--- src/rtl/passcode_controller_pkg.sv ---
// Shared definitions for the passcode controller and the door-lock state manager.
// Holds the 3-bit state-manager encodings, keypad code constants and the digit type.
package passcode_controller_pkg;

    // State manager encodings (shared with the state manager)
    localparam logic [2:0] ST_OFF    = 3'b000;
    localparam logic [2:0] ST_ON     = 3'b001;
    localparam logic [2:0] ST_WRONG1 = 3'b010;
    localparam logic [2:0] ST_WRONG2 = 3'b011;
    localparam logic [2:0] ST_ANSWER = 3'b100;
    localparam logic [2:0] ST_RESET  = 3'b101;
    localparam logic [2:0] ST_LOCK   = 3'b111;

    typedef logic [3:0] digit_t;

    localparam digit_t KEY_MAX_DIGIT = 4'h9;
    localparam digit_t KEY_BKSP      = 4'hA;

    // States in which keypad input is collected
    function automatic logic key_state(input logic [2:0] st);
        return (st == ST_ON) || (st == ST_WRONG1) || (st == ST_WRONG2) || (st == ST_RESET);
    endfunction

endpackage

--- src/rtl/passcode_controller_lockout_timer.sv ---
// Lockout period timer.
// Ports:
//   clk           system clock
//   rst_n         asynchronous active-low reset
//   enable        count while high; low clears the counter
//   expired_pulse one-cycle pulse at the last cycle of each LOCK_CYCLES period
module lockout_timer
#(
    parameter int unsigned LOCK_CYCLES = 50000000
)
(
    input  logic clk,
    input  logic rst_n,
    input  logic enable,
    output logic expired_pulse
);

    localparam int unsigned CNT_W = (LOCK_CYCLES > 1) ? $clog2(LOCK_CYCLES) : 1;
    localparam logic [CNT_W-1:0] CNT_LAST = CNT_W'(LOCK_CYCLES - 1);

    logic [CNT_W-1:0] cnt_q;
    logic [CNT_W-1:0] cnt_d;

    always_comb begin
        cnt_d         = '0;
        expired_pulse = 1'b0;
        if (enable) begin
            if (cnt_q == CNT_LAST) begin
                expired_pulse = 1'b1;
            end else begin
                cnt_d = cnt_q + 1'b1;
            end
        end
    end

    always_ff @(posedge clk or negedge rst_n) begin
        if (!rst_n) begin
            cnt_q <= '0;
        end else begin
            cnt_q <= cnt_d;
        end
    end

endmodule

--- src/rtl/passcode_controller.sv ---
// Digit-entry and passcode-compare controller for the door lock.
// Collects keypad digits, compares them against the stored code, commits a new code
// when leaving the reset state, and times lockout periods.
// Ports:
//   clk          system clock
//   rst_n        asynchronous active-low reset
//   state        state manager state (3 bits)
//   key_valid    single-cycle key strobe
//   key_code     0-9 digit, 4'hA backspace, others ignored
//   correct      code match (on/wrong1/wrong2) or new code long enough (reset)
//   entry_len    number of digits buffered
//   entry_full   buffer holds MAX_DIGITS digits
//   lock_expired one-cycle pulse per completed lockout period
module passcode_controller
    import passcode_controller_pkg::*;
#(
    parameter int unsigned MAX_DIGITS  = 8,
    parameter int unsigned MIN_DIGITS  = 4,
    parameter int unsigned DEFAULT_LEN = 4,
    parameter int unsigned LOCK_CYCLES = 50000000,
    localparam int unsigned LEN_W      = $clog2(MAX_DIGITS + 1)
)
(
    input  logic             clk,
    input  logic             rst_n,
    input  logic [2:0]       state,
    input  logic             key_valid,
    input  logic [3:0]       key_code,
    output logic             correct,
    output logic [LEN_W-1:0] entry_len,
    output logic             entry_full,
    output logic             lock_expired
);

    logic [2:0]                 state_q;
    digit_t [MAX_DIGITS-1:0]    entry_q, entry_d;
    digit_t [MAX_DIGITS-1:0]    code_q, code_d;
    logic [LEN_W-1:0]           len_q, len_d;
    logic [LEN_W-1:0]           code_len_q, code_len_d;
    logic                       code_match;
    logic                       lock_active;

    // Entry buffer and commit. A state change has priority over any key in the same cycle.
    always_comb begin
        entry_d    = entry_q;
        len_d      = len_q;
        code_d     = code_q;
        code_len_d = code_len_q;
        if (state != state_q) begin
            len_d = '0;
            // Leaving reset for on with a long enough entry commits the pre-clear buffer
            if ((state_q == ST_RESET) && (state == ST_ON) &&
                (len_q >= LEN_W'(MIN_DIGITS))) begin
                code_d     = entry_q;
                code_len_d = len_q;
            end
        end else if (key_valid && key_state(state)) begin
            if (key_code <= KEY_MAX_DIGIT) begin
                if (len_q < LEN_W'(MAX_DIGITS)) begin
                    for (int i = 0; i < MAX_DIGITS; i++) begin
                        if (LEN_W'(i) == len_q) begin
                            entry_d[i] = key_code;
                        end
                    end
                    len_d = len_q + 1'b1;
                end
            end else if ((key_code == KEY_BKSP) && (len_q != '0)) begin
                len_d = len_q - 1'b1;
            end
        end
    end

    always_ff @(posedge clk or negedge rst_n) begin
        if (!rst_n) begin
            state_q    <= ST_OFF;
            entry_q    <= '0;
            len_q      <= '0;
            code_q     <= '0;
            code_len_q <= LEN_W'(DEFAULT_LEN);
        end else begin
            state_q    <= state;
            entry_q    <= entry_d;
            len_q      <= len_d;
            code_q     <= code_d;
            code_len_q <= code_len_d;
        end
    end

    // Only the first code_len_q digits take part; slots beyond are stale
    always_comb begin
        code_match = (len_q == code_len_q);
        for (int i = 0; i < MAX_DIGITS; i++) begin
            if ((LEN_W'(i) < code_len_q) && (entry_q[i] != code_q[i])) begin
                code_match = 1'b0;
            end
        end
    end

    always_comb begin
        correct = 1'b0;
        case (state)
            ST_ON, ST_WRONG1, ST_WRONG2: correct = code_match;
            ST_RESET:                    correct = (len_q >= LEN_W'(MIN_DIGITS));
            default:                     correct = 1'b0;
        endcase
    end

    assign entry_len   = len_q;
    assign entry_full  = (len_q == LEN_W'(MAX_DIGITS));
    assign lock_active = (state == ST_LOCK);

    lockout_timer #(
        .LOCK_CYCLES (LOCK_CYCLES)
    ) u_lockout_timer (
        .clk           (clk),
        .rst_n         (rst_n),
        .enable        (lock_active),
        .expired_pulse (lock_expired)
    );

endmodule

--- config.mk ---
export PLATFORM = sky130hd
export DESIGN_NAME = passcode_controller
export DESIGN_NICKNAME = d
export VERILOG_FILES = /design/src/rtl/passcode_controller_pkg.sv /design/src/rtl/passcode_controller_lockout_timer.sv /design/src/rtl/passcode_controller.sv
export SDC_FILE = /design/constraint.sdc
export NUM_CORES = 1
export LEC_CHECK = 0
export ABC_AREA = 1
export CORE_MARGIN = 10
export CORE_UTILIZATION = 55
export DETAILED_ROUTE_END_ITERATION = 7
export PLACE_DENSITY = 0.7
export SLEW_MARGIN = 15
export SYNTH_ARGS = -nofsm -noshare
export SYNTH_HDL_FRONTEND = slang
export SYNTH_SLANG_ARGS = --single-unit
--- constraint.sdc ---
create_clock -name clk -period 2.2 [get_ports clk]
set_clock_uncertainty 0.1 [all_clocks]
set_input_delay 0.33 -clock clk [delete_from_list [all_inputs] [get_ports clk]]
set_output_delay 0.33 -clock clk [all_outputs]
set_load 0.01 [all_outputs]
**Word-level counts from Yosys, hierarchy flattened**

Cells that the tools add are included.

- Word-level logic and storage cells: 110
- Output and inout bits: 7
- Bits in registers: 101
- Input port bits: 10

- Add/sub/neg operators: 3
- Bitwise logic cells: 1
- Reduce and logical (&&, ||, !) cells: 30
- Mux-type cells: 18
- Order comparisons: 11
- Eq/ne operators: 27

Operators by type and width:

| operator | count |
|---|---|
| 26-bit 2-to-1 mux | 2 |
| 5-bit AND reduction | 8 |
| 4-bit != test | 8 |
| 26-bit by 1-bit adder with 26-bit output, second input constant | 1 |
| 26-bit equality test, second input constant | 1 |
| 4-bit 2-to-1 mux | 5 |
| 3-bit by 4-bit equality test with 1-bit output, first input constant | 4 |
| 3-bit by 4-bit less-than comparator with 1-bit output, first input constant | 4 |
| 1-bit logical AND | 12 |
| 1-bit 2-to-1 mux | 10 |
| 3-bit equality test, second input constant | 3 |
| 2-bit by 4-bit equality test with 1-bit output, first input constant | 2 |
| 4-bit equality test, second input constant | 2 |
| 1-bit by 4-bit less-than comparator with 1-bit output, first input constant | 2 |
| 2-bit by 4-bit less-than comparator with 1-bit output, first input constant | 2 |
| 3-bit by 2-bit equality test with 1-bit output, second input constant | 2 |
| 4-bit by 1-bit adder with 4-bit output, second input constant | 1 |
| 1-bit by 4-bit equality test with 1-bit output, first input constant | 1 |
| 4-bit equality test | 1 |
| 4-bit by 3-bit >= comparator with 1-bit output, second input constant | 1 |
| 4-bit less-or-equal comparator, second input constant | 1 |
| 4-bit logical NOT | 1 |
| 4-bit less-than comparator, second input constant | 1 |
| 4-bit nonzero test | 1 |
| other kinds (12) | 14 |

**Logic depth before layout (Yosys ltp)**

Gate-level depths: netlist of the first run.

- Word-level depth: 11
- Gate-level depth with buffers: 12
- Gate-level depth less buffers: 12

**By module**

Synthesis of the first run repeated with hierarchy kept, for this count alone.

- Cells, all modules: 688
- Area total of the unflattened synthesis: 5318.9 um^2

By module, submodules not included:

| module | cells an instance | instances | area each (um^2) | seq. area each (um^2) |
|---|---|---|---|---|
| passcode_controller | 466 | 1 | 3774.9 | 1878.1 |
| lockout_timer | 222 | 1 | 1544.0 | 650.6 |

**Worst setup path after synthesis of the first run**

No wires, ideal clock.

- Kind: register to output
- Start: reg u_lockout_timer.cnt_q[0]
- End: out lock_expired
- Stages on the path, launching flop included: 8
- Path buffers: 0
- Arrival: 1352 ps
- Data required time: 1770 ps
- Setup slack: 418 ps
- Cell sequence: dfrtp_1 ha_1 nand3_1 nor2_1 nand2_2 nor2_2 nand4_1 nor2_1

- Longest elaborated chain between the ends: 3

RTL lines:

| item | RTL line | source |
|---|---|---|
| start, declared | passcode_controller_lockout_timer.sv:21 | `logic [CNT_W-1:0] cnt_q;` |
| start signal, assigned | passcode_controller_lockout_timer.sv:40 | `cnt_q <= cnt_d;` |
| 26-bit equality test | passcode_controller_lockout_timer.sv:28 | `if (cnt_q == CNT_LAST) begin` |
| 1-bit 2-to-1 mux | passcode_controller_lockout_timer.sv:28 |  |
| 1-bit 2-to-1 mux | passcode_controller_lockout_timer.sv:27 | `if (enable) begin` |
| end, declared | passcode_controller.sv:32 | `output logic lock_expired` |

Every way passes these cells.

**Worst setup path in the final report of the first run**

- Start: reg u_lockout_timer.cnt_q[1]
- End: out lock_expired

Same word-level chain as after synthesis.

==> results of run 1 <==
==> worst min path at each step <==
stage	start	end	slack [ns]	cells past startpoint
6_report	rst_n	u_lockout_timer.cnt_q[25]	0.37	2
3_5_place_dp	rst_n	u_lockout_timer.cnt_q[25]	0.23	1
3_3_place_gp	rst_n	u_lockout_timer.cnt_q[25]	0.23	1
5_1_grt	rst_n	code_q[7]	0.40	2
2_1_floorplan	rst_n	code_len_q[0]	-0.07	0
4_1_cts	rst_n	entry_q[7]	0.37	2
==> area by class of cell <==
class | instances | area, um^2
Clock buffer | 11 | 141
Clock inverter | 5 | 108
Fill cell | 894 | 3370
Inverter | 92 | 350
Multi-Input combinational cell | 523 | 2490
Sequential cell | 101 | 2530
Tap cell | 133 | 166
Timing Repair Buffer | 69 | 572
==> cell usage after synthesis, types with 3 or more instances <==
master    number  area (um^2)
xor2_1        24          210
nand3_1       60          300
ha_1           5         62.6
nor3_1         8         40.0
o21ai_1       20          100
xnor2_1        8         70.1
buf_6          4         45.0
nor2_2         4         25.0
o21ai_0       22          110
nor2_1        88          330
inv_1         88          330
buf_2          9         45.0
nand2_4        3         33.8
dfrtp_1      100         2500
nand4_1       11         68.8
clkbuf_1       4         15.0
nand2_1      253          950
==> where the power goes <==
| part | leakage, nW | internal [mW] | switching [mW] |
|---|---|---|---|
| Sequential | 1.39 | 1.92 | 0.0450 |
| Clock | 0.124 | 0.791 | 0.661 |
| Combinational | 1.68 | 0.167 | 0.274 |
| Total | 3.19 | 2.88 | 0.980 |
==> routing by layer <==
layer	routed length (um)	vias to the layer above
met5	0	-
li1	-	2391
met1	5760	2253
met3	533	23
met4	257	0
met2	6250	91
==> metrics by stage <==
stage,util,TNS (ns),instances,setup slack [ns],hold WS [ns]
2_1_floorplan,-,0,734,0.418,-0.0656
3_3_place_gp,0.623,-0.530,915,-0.331,0.229
5_1_grt,0.654,-0.305,934,-0.186,0.398
6_report,0.654,-0.0496,934,-0.0496,0.367
3_5_place_dp,0.623,-0.569,915,-0.342,0.234
4_1_cts,0.651,-0.195,933,-0.195,0.365
==> placed cells by master, fill, tap and decap left out, types with 5 or more instances in the layout <==
cell type	count
dfrtp_1	100
nor2_1	85
xor2_1	24
nand4_1	11
inv_2	5
buf_4	50
inv_1	85
o21ai_1	21
nand3_1	59
o21ai_0	21
nand2_1	252
clkdlybuf4s50_1	12
nor2_2	5
clkbuf_8	10
xnor2_1	8
nor3_1	8
==> logic make-up after synthesis <==
group	after synthesis
and+or+nand+nor	439
xor gates and xnor gates	32
adders and majority gates	5
buffers and inverters	110
DFF	101
AOI/OAI and AO/OA	47
==> state kept, by name, indices dropped and copies added, names as in the netlist <==
| name | cells |
|---|---|
| code_q | 32 |
| entry_q | 32 |
| u_lockout_timer.cnt_q | 26 |
| code_len_q | 4 |
| entry_len | 4 |
| state_q | 3 |
==> critical path, stage by stage (launching register included) <==
cell     delay (ns)
dfrtp_1        0.36
ha_2           0.21
nand3_4        0.10
nor2_4         0.13
nand2_2        0.08
nor2_4         0.12
nand4_1        0.17
nor2_1         0.13
buf_2          0.14
==> what timing repair did <==
action                     CTS  global route
pin swaps                    3             5
cloned                       0             0
setup endpoints to repair    3            10
hold endpoints to repair    34             0
hold buffers                 1             0
setup buffers                1             1
gates resized for setup     11            14
==> qor.txt, run 1 <==
I/O Buffers - 16
First-pass GRT wire length - 22.0 mm
Synthesized area - 5460 um^2
Post-synth EDFFs - 0
Failing checks - setup timing
Global router's overall resource usage - 0.186
Initial antenna violation count - 0
Synth Area in Simple Gates - 0.341
Post-Synthesis Net Count - 749
Worst-path fanout max - 3
CP required - 1.77 ns
Met3 GRT Util - 0.0398
Maximum VDD drop - 0.471 mV
Final hold violations - 0
TritonCTS Buffers - 9
CP startpoint kind - flip-flop
Synth Register Bits - 101
DRT Pass-1 Iters - 5
FMAX - 445 MHz
Crit path time final - 2.25 ns
Initial core utilization - 0.561
Chip width - 120 um
Synth Area in Compound Gates - 0.0460
Crit Path Category - flip-flop to output pin
Post-Synth Adder-Cell Area - 0.0115
Main combinational cell family by area after synthesis - simple AND/OR/NAND/NOR gates
Endpoint kind of the worst setup timing path - output pin
Worst reg2reg path depth - 11
Slew HR - 0.650
TritonCTS clock tree - yes
Clk slew on worst S/H paths - 0.09 ns
Outcome - finished, violations left
Post-Synth XOR/XNOR Area - 0.0513
Area delta synth->final - 16.4%
Slack of the critical path - -0.0496 ns
# diodes - 0
WL/cell - 13.7 um
Sequential share of the synthesized area - 0.463
CP Launch Point - u_lockout_timer.cnt_q[1]
P_leak - 3.19 nW
Slew @ Worst Pin - 0.525 ns
Core footprint - 9730 um^2
Distinct cells, synth - 35
Total Wirelength - 12.8 mm
Post-synthesis async set-or-reset flop share - 1.00
Met2 usage - 0.312
Post-synthesis mux area share - 0
GRT met1 Usage - 0.232
RePlAce Congestion - 0.938
Slew Limit Fails - 0
Final setup vio count - 1
Chip Height - 120 um
Overall power - 3.86 mW
Post-route cell area - 6360 um^2
Routed Antenna Nets - 0
Share of post-route cells with drive strength above 1 - 0.124
Crit path capture - lock_expired
Final period util - 1.02
Max-cap violations - 0
Mean Syn Cell Area - 7.44 um^2
Worst Path Arrival - 1.82 ns
Root Driver - clkbuf_8
Dpl cell area - 6060 um^2
Largest net degree at the start of global routing - 38
Clk sinks - 101
Critical R2R Launch - u_lockout_timer.cnt_q[1]
Vias in the first global route - 4698
Worst R2R End - u_lockout_timer.cnt_q[7]
Gr busiest metal - met2
Vias - 4758
Mapped Cells - 734
Longest Clk Path Bufs - 2
Drt drc - 0
P per Cell Area - 607 nW/um^2
Main synth FF type - dfrtp_1
Hold WC Path Type - primary input to async pin
# rows - 36
FF-to-FF setup slack - 0.20 ns
Synthesis warning total - 0
Worst-Skew Late Latency - 0.39 ns
Total congestion overflow - 0
RSZ-0062 raised after global routing - true
H-tree levels - 3
Total Nets Final - 811
Detail Placement HPWL - 9.32 mm
I/O pin total - 17
Initial drt markers - 292
Vias per std cell - 5.09
Die area - 14300 um^2
(Power assumes the default switching activity.)
==> inputs of run 2 (changes only) <==
--- a/config.mk
+++ b/config.mk
@@ -6,10 +6,10 @@
 export NUM_CORES = 1
 export LEC_CHECK = 0
 export ABC_AREA = 1
-export CORE_MARGIN = 10
-export CORE_UTILIZATION = 55
+export CORE_MARGIN = 2
+export CORE_UTILIZATION = 45
 export DETAILED_ROUTE_END_ITERATION = 7
-export PLACE_DENSITY = 0.7
+export PLACE_DENSITY = 0.58
 export SLEW_MARGIN = 15
 export SYNTH_ARGS = -nofsm -noshare
 export SYNTH_HDL_FRONTEND = slang
==> qor.txt, run 2 (same netlist as run 1, synthesis figures left out) <==
Crit path time final - 2.18 ns (was 2.25 ns)
RePlAce Congestion - 0.861 (was 0.938)
Max-cap violations - 0 (unchanged)
Slew HR - 0.641 (was 0.650)
Met3 GRT Util - 0.0492 (was 0.0398)
Endpoint kind of the worst setup timing path - output pin (unchanged)
Longest Clk Path Bufs - 2 (unchanged)
Root Driver - clkbuf_16 (was clkbuf_8)
TritonCTS clock tree - yes (unchanged)
Psw - 1.08 mW (was 980 uW)
Worst-Skew Late Latency - 0.36 ns (was 0.39 ns)
Total Nets Final - 811 (unchanged)
# rows - 40 (was 36)
Worst Path Arrival - 1.75 ns (was 1.82 ns)
Crit Path Category - flip-flop to output pin (unchanged)
GRT met1 Usage - 0.288 (was 0.232)
Non-filler cells, final - 948 (was 934)
Worst-path fanout max - 3 (unchanged)
H-tree levels - 3 (unchanged)
Core footprint - 11900 um^2 (was 9730 um^2)
Chip Height - 114 um (was 120 um)
I/O pin total - 17 (unchanged)
Vias per std cell - 4.88 (was 5.09)
Commonest non-fill, non-tap cell in the layout - nand2_1 (unchanged)
Clk sinks - 101 (unchanged)
Global router's overall resource usage - 0.208 (was 0.186)
Commonest cells after routing, fill and taps aside - 248 x nand2_1, 100 x dfrtp_1, 86 x inv_1 (was 252 x nand2_1, 100 x dfrtp_1, 85 x inv_1, 85 x nor2_1, 59 x nand3_1)
Drt drc - 0 (unchanged)
Hold WC Path Type - primary input to flip-flop (was primary input to async pin)
First-pass GRT wire length - 21.2 mm (was 22.0 mm)
DRT Pass-1 Iters - 4 (was 5)
Clock share of power - 0.424 (was 0.376)
Area delta synth->final - 18.7% (was 16.4%)
TritonCTS Buffers - 9 (unchanged)
Initial drt markers - 271 (was 292)
Chip width - 114 um (was 120 um)
Overall power - 4.19 mW (was 3.86 mW)
I/O Buffers - 16 (unchanged)
DP Worst Slack - -0.309 ns (was -0.342 ns)
CP startpoint kind - flip-flop (unchanged)
CP required - 1.77 ns (about the same)
Die area - 13000 um^2 (was 14300 um^2)
P per Cell Area - 647 nW/um^2 (was 607 nW/um^2)
WL/cell - 13.2 um (was 13.7 um)
Sw frac - 0.258 (was 0.254)
Detail Placement HPWL - 8.91 mm (was 9.32 mm)
Slew @ Worst Pin - 0.538 ns (was 0.525 ns)
Gr busiest metal - met2 (unchanged)
P_leak - 3.26 nW (was 3.19 nW)
Largest net degree at the start of global routing - 102 (was 38)
Top Registers - code_q x32, entry_q x32, u_lockout_timer.cnt_q x26 (unchanged)
Slew Limit Fails - 0 (unchanged)
Final hold violations - 0 (unchanged)
Maximum VDD drop - 0.413 mV (was 0.471 mV)
RSZ-0062 raised after global routing - true (unchanged)
Final setup vio count - 0 (was 1)
Vias in the first global route - 4391 (was 4698)
Layout fillers - 1162 (was 894)
Initial antenna violation count - 0 (unchanged)
Slack of the critical path - 0.0184 ns (was -0.0496 ns)
Final period util - 0.992 (was 1.02)
# diodes - 0 (unchanged)
Clk slew on worst S/H paths - 0.07 ns (was 0.09 ns)
Total Wirelength - 12.5 mm (was 12.8 mm)
FMAX - 458 MHz (was 445 MHz)
Routed Antenna Nets - 0 (unchanged)
Initial core utilization - 0.459 (was 0.561)
Placed cells - 924 (was 915)
Seq pwr share - 0.469 (was 0.509)
Vias - 4628 (was 4758)
Total congestion overflow - 0 (unchanged)
Met2 usage - 0.335 (was 0.312)
Outcome - finished clean (was finished, violations left)
Logic pwr share - 0.107 (was 0.114)
Internal power - 3.11 mW (was 2.88 mW)
Share of post-route cells with drive strength above 1 - 0.131 (was 0.124)
[run 2: cell count changes in the layout (fill, tap and decap cells not counted), sizes merged, moves of 2 or more]
| cell | previous run | this run |
|---|---|---|
| inv | 91 | 95 |
| clkbuf | 12 | 9 |
| clkdlybuf4s50 | 12 | 10 |
| clkinv | 3 | 1 |
| dlymetal6s2s | 0 | 2 |
[run 2: repair_timing]
action | CTS | global route
hold buffers | 1 | 0
resized for setup | 10 | 19
setup buffers | 0 | 7
setup endpoints to repair | 3 | 2
hold endpoints to repair | 100 | 0
pin swaps | 2 | 11
[run 2: worst paths after layout]
| check | startpoint | to | slack, ns | cells past startpoint |
|---|---|---|---|---|
| hold / removal | state[0] | state_q[0] | 0.15 | 2 |
| min in group asynchronous | rst_n | u_lockout_timer.cnt_q[13] | 0.49 | 3 |
| setup reg to reg | u_lockout_timer.cnt_q[1] | u_lockout_timer.cnt_q[3] | 0.19 | 11 |
| max in group asynchronous | rst_n | code_q[16] | 1.13 | 3 |
| hold reg to reg | code_q[16] | code_q[16] | 0.39 | 2 |
| setup / recovery | u_lockout_timer.cnt_q[1] | lock_expired | 0.02 | 8 |
[run 2: per-layer routing]
layer	up-vias	share of wire
li1	2397	-
met4	0	0.010
met3	11	0.028
met1	2173	0.50
met5	-	0
met2	47	0.47
[run 2: power by group through the flow]
| stage | sequential [mW] | combinational (mW) | clock (mW) |
|---|---|---|---|
| after floorplan | 2.00 | 0.251 | 0 |
| after global placement | 2.00 | 0.441 | 0 |
| after detailed placement | 2.00 | 0.447 | 0 |
| after CTS | 1.97 | 0.448 | 1.83 |
| after global routing | 1.97 | 0.517 | 1.90 |
| final | 1.97 | 0.449 | 1.78 |
[run 2: metrics by stage]
stage	util	area [um^2]	TNS (ns)	hold WS (ns)
4_1_cts	0.536	6380	-0.0897	0.397
6_report	0.544	6480	0	0.151
3_5_place_dp	0.507	6040	-0.629	0.342
5_1_grt	0.544	6480	-0.136	0.167
2_1_floorplan	-	5460	0	-0.0656
3_3_place_gp	0.507	6040	-0.533	0.342
[run 2: layout make-up]
class | instances | area [um^2] | area share
Sequential cell | 101 | 2530 | 0.390
Multi-Input combinational cell | 523 | 2510 | 0.388
Timing Repair Buffer | 69 | 577 | 0.0890
Inverter | 92 | 350 | 0.0540
Clock buffer | 9 | 225 | 0.0347
Tap cell | 147 | 184 | 0.0284
Clock inverter | 7 | 105 | 0.0162
[run 2: critical path, cell delays in order, from the launching register on]
cell and delay (ns):
dfrtp_1 0.36, ha_2 0.21, nand3_4 0.09, nor2_4 0.13, nand2_2 0.08, nor2_4 0.13
nand4_1 0.14, nor2_1 0.13, buf_2 0.13
==> inputs of run 3 (changes only) <==
--- a/config.mk
+++ b/config.mk
@@ -7,9 +7,10 @@
 export LEC_CHECK = 0
 export ABC_AREA = 1
 export CORE_MARGIN = 2
-export CORE_UTILIZATION = 45
+export CORE_UTILIZATION = 55
 export DETAILED_ROUTE_END_ITERATION = 7
-export PLACE_DENSITY = 0.58
+export HOLD_SLACK_MARGIN = 0.03
+export PLACE_DENSITY = 0.7
 export SLEW_MARGIN = 15
 export SYNTH_ARGS = -nofsm -noshare
 export SYNTH_HDL_FRONTEND = slang
==> qor.txt, run 3 (same netlist as run 1, synthesis figures left out) <==
Worst-Skew Late Latency - 0.38 ns (was 0.36 ns)
Final setup vio count - 2 (was 0)
FF+latch area - 2530 um^2 (about the same)
Root Driver - clkbuf_8 (was clkbuf_16)
Initial drt markers - 224 (was 271)
FMAX - 453 MHz (was 458 MHz)
Psw - 968 uW (was 1.08 mW)
H-tree levels - 3 (unchanged)
Seq pwr share - 0.539 (was 0.469)
Worst Path Arrival - 1.78 ns (was 1.75 ns)
# rows - 36 (was 40)
Vias in the first global route - 4326 (was 4391)
P per Cell Area - 577 nW/um^2 (was 647 nW/um^2)
Chip Height - 104 um (was 114 um)
Total Wirelength - 12.3 mm (was 12.5 mm)
Commonest non-fill, non-tap cell in the layout - nand2_1 (unchanged)
Placed cells - 911 (was 924)
Layout fillers - 880 (was 1162)
Drt drc - 0 (unchanged)
CP startpoint kind - flip-flop (unchanged)
Core footprint - 9730 um^2 (was 11900 um^2)
Area delta synth->final - 15.9% (was 18.7%)
Share of post-route cells with drive strength above 1 - 0.130 (was 0.131)
Worst-path fanout max - 2 (was 3)
Sw frac - 0.265 (was 0.258)
Clk sinks - 101 (unchanged)
Slew HR - 0.566 (was 0.641)
Clock share of power - 0.340 (was 0.424)
Final hold violations - 0 (unchanged)
RePlAce Congestion - 0.918 (was 0.861)
Largest net degree at the start of global routing - 50 (was 102)
Logic pwr share - 0.121 (was 0.107)
Non-filler cells, final - 934 (was 948)
Final setup TNS - -0.00941 ns (was 0 ns)
Chip width - 104 um (was 114 um)
Crit path time final - 2.21 ns (was 2.18 ns)
Slew @ Worst Pin - 0.652 ns (was 0.538 ns)
TritonCTS Buffers - 9 (unchanged)
P_leak - 3.18 nW (was 3.26 nW)
Vias - 4667 (was 4628)
Clk slew on worst S/H paths - 0.10 ns (was 0.07 ns)
Fin Hold WS - 0.398 ns (was 0.151 ns)
Endpoint kind of the worst setup timing path - output pin (unchanged)
I/O pin total - 17 (unchanged)
CP delay by family, top - simple AND/OR/NAND/NOR gates (unchanged)
First-pass GRT wire length - 20.4 mm (was 21.2 mm)
Vias per std cell - 5.00 (was 4.88)
DRT Pass-1 Iters - 5 (was 4)
Final period util - 1.00 (was 0.992)
Longest Clk Path Bufs - 2 (unchanged)
Dpl cell area - 6030 um^2 (was 6040 um^2)
Initial core utilization - 0.561 (was 0.459)
Crit-path cells - inv_2 > buf_4 > nand2_1 > nor2_1 > nand2_1 > nand2_1 > nand2_1 > o21ai_0 > nand2_1 > nand2_1 > buf_2 (was ha_2 > nand3_4 > nor2_4 > nand2_2 > nor2_4 > nand4_1 > nor2_1 > buf_2)
Hold WC Path Type - flip-flop to flip-flop (was primary input to flip-flop)
# diodes - 0 (unchanged)
CP max stage cell - dfrtp_1 (unchanged)
Maximum VDD drop - 0.432 mV (was 0.413 mV)
Area of the multi-input gates - 2500 um^2 (was 2510 um^2)
Worst path bufs/invs - 3 (was 1)
I/O Buffers - 16 (unchanged)
RSZ-0062 raised after global routing - true (unchanged)
Top Registers - code_q x32, entry_q x32, u_lockout_timer.cnt_q x26 (unchanged)
Max-cap violations - 0 (unchanged)
Outcome - finished, violations left (was finished clean)
Post-route cell area - 6330 um^2 (was 6480 um^2)
DP Worst Slack - -0.303 ns (was -0.309 ns)
Detail Placement HPWL - 8.96 mm (was 8.91 mm)
CP required - 1.77 ns (about the same)
Slew Limit Fails - 0 (unchanged)
Overall power - 3.65 mW (was 4.19 mW)
Failing checks - setup timing
Total Nets Final - 811 (unchanged)
TritonCTS clock tree - yes (unchanged)
Routed Antenna Nets - 0 (unchanged)
Die area - 10700 um^2 (was 13000 um^2)
WL/cell - 13.2 um (about the same)
Commonest cells after routing, fill and taps aside - 249 x nand2_1, 99 x dfrtp_1, 86 x inv_1 (was 248 x nand2_1, 100 x dfrtp_1, 86 x inv_1)
Worst path max stage delay - 0.41 ns (was 0.36 ns)
Internal power - 2.68 mW (was 3.11 mW)
Crit-path most repeated cell - nand2_1 (was nor2_4)
Global router's overall resource usage - 0.236 (was 0.208)
Slack of the critical path - -0.00568 ns (was 0.0184 ns)
Crit Path Category - flip-flop to output pin (unchanged)
Total congestion overflow - 0 (unchanged)
Util after Layout - 0.651 (was 0.544)
Initial antenna violation count - 0 (unchanged)
-- run 3: worst min-delay path: cells and delay by family, from the launching register on --
family | cells | cell delay (ns)
flops | 1 | 0.37
simple gates | 2 | 0.11
-- run 3: cell type report --
type,instances,area share
inverters,92,0.0553
flip-flops and latches,101,0.400
well taps,133,0.0263
multi-input cells,523,0.395
clock buffers,12,0.0245
repair buffers,69,0.0903
clock inverters,4,0.00870
-- run 3: timing repair --
action | 4_1_cts | 5_1_grt
endpoints found under the hold margin | 44 | 0
pin swaps | 1 | 11
hold buffers | 1 | 0
setup buffers | 1 | 5
resized for setup | 10 | 17
gates cloned | 0 | 0
setup endpoints to repair | 3 | 12
-- run 3: power groups by stage --
stage          combinational [mW]  sequential (mW)  clock, mW
3_3_place_gp                0.425             2.00          0
2_1_floorplan               0.251             2.00          0
3_5_place_dp                0.439             2.00          0
4_1_cts                     0.440             1.97       1.28
6_report                    0.444             1.97       1.24
5_1_grt                     0.504             1.97       1.35
-- run 3: worst paths after layout --
path	from	to	slack (ns)	cells past startpoint
worst max-delay path	code_len_q[3]	correct	-0.006	11
worst min-delay path	code_q[16]	code_q[16]	0.40	2
worst max register to register	u_lockout_timer.cnt_q[1]	u_lockout_timer.cnt_q[17]	0.11	10
worst min register to register	code_q[16]	code_q[16]	0.40	2
max in group asynchronous	rst_n	code_q[19]	0.93	3
min in group asynchronous	rst_n	u_lockout_timer.cnt_q[25]	0.42	2
-- run 3: per-layer routing --
layer / wire, um / track usage / vias to the layer above
li1: - / - / 2389
met5: 0 / 0 / -
met1: 5740 / 0.317 / 2190
met3: 445 / 0.0516 / 8
met2: 5990 / 0.394 / 80
met4: 114 / 0.0560 / 0
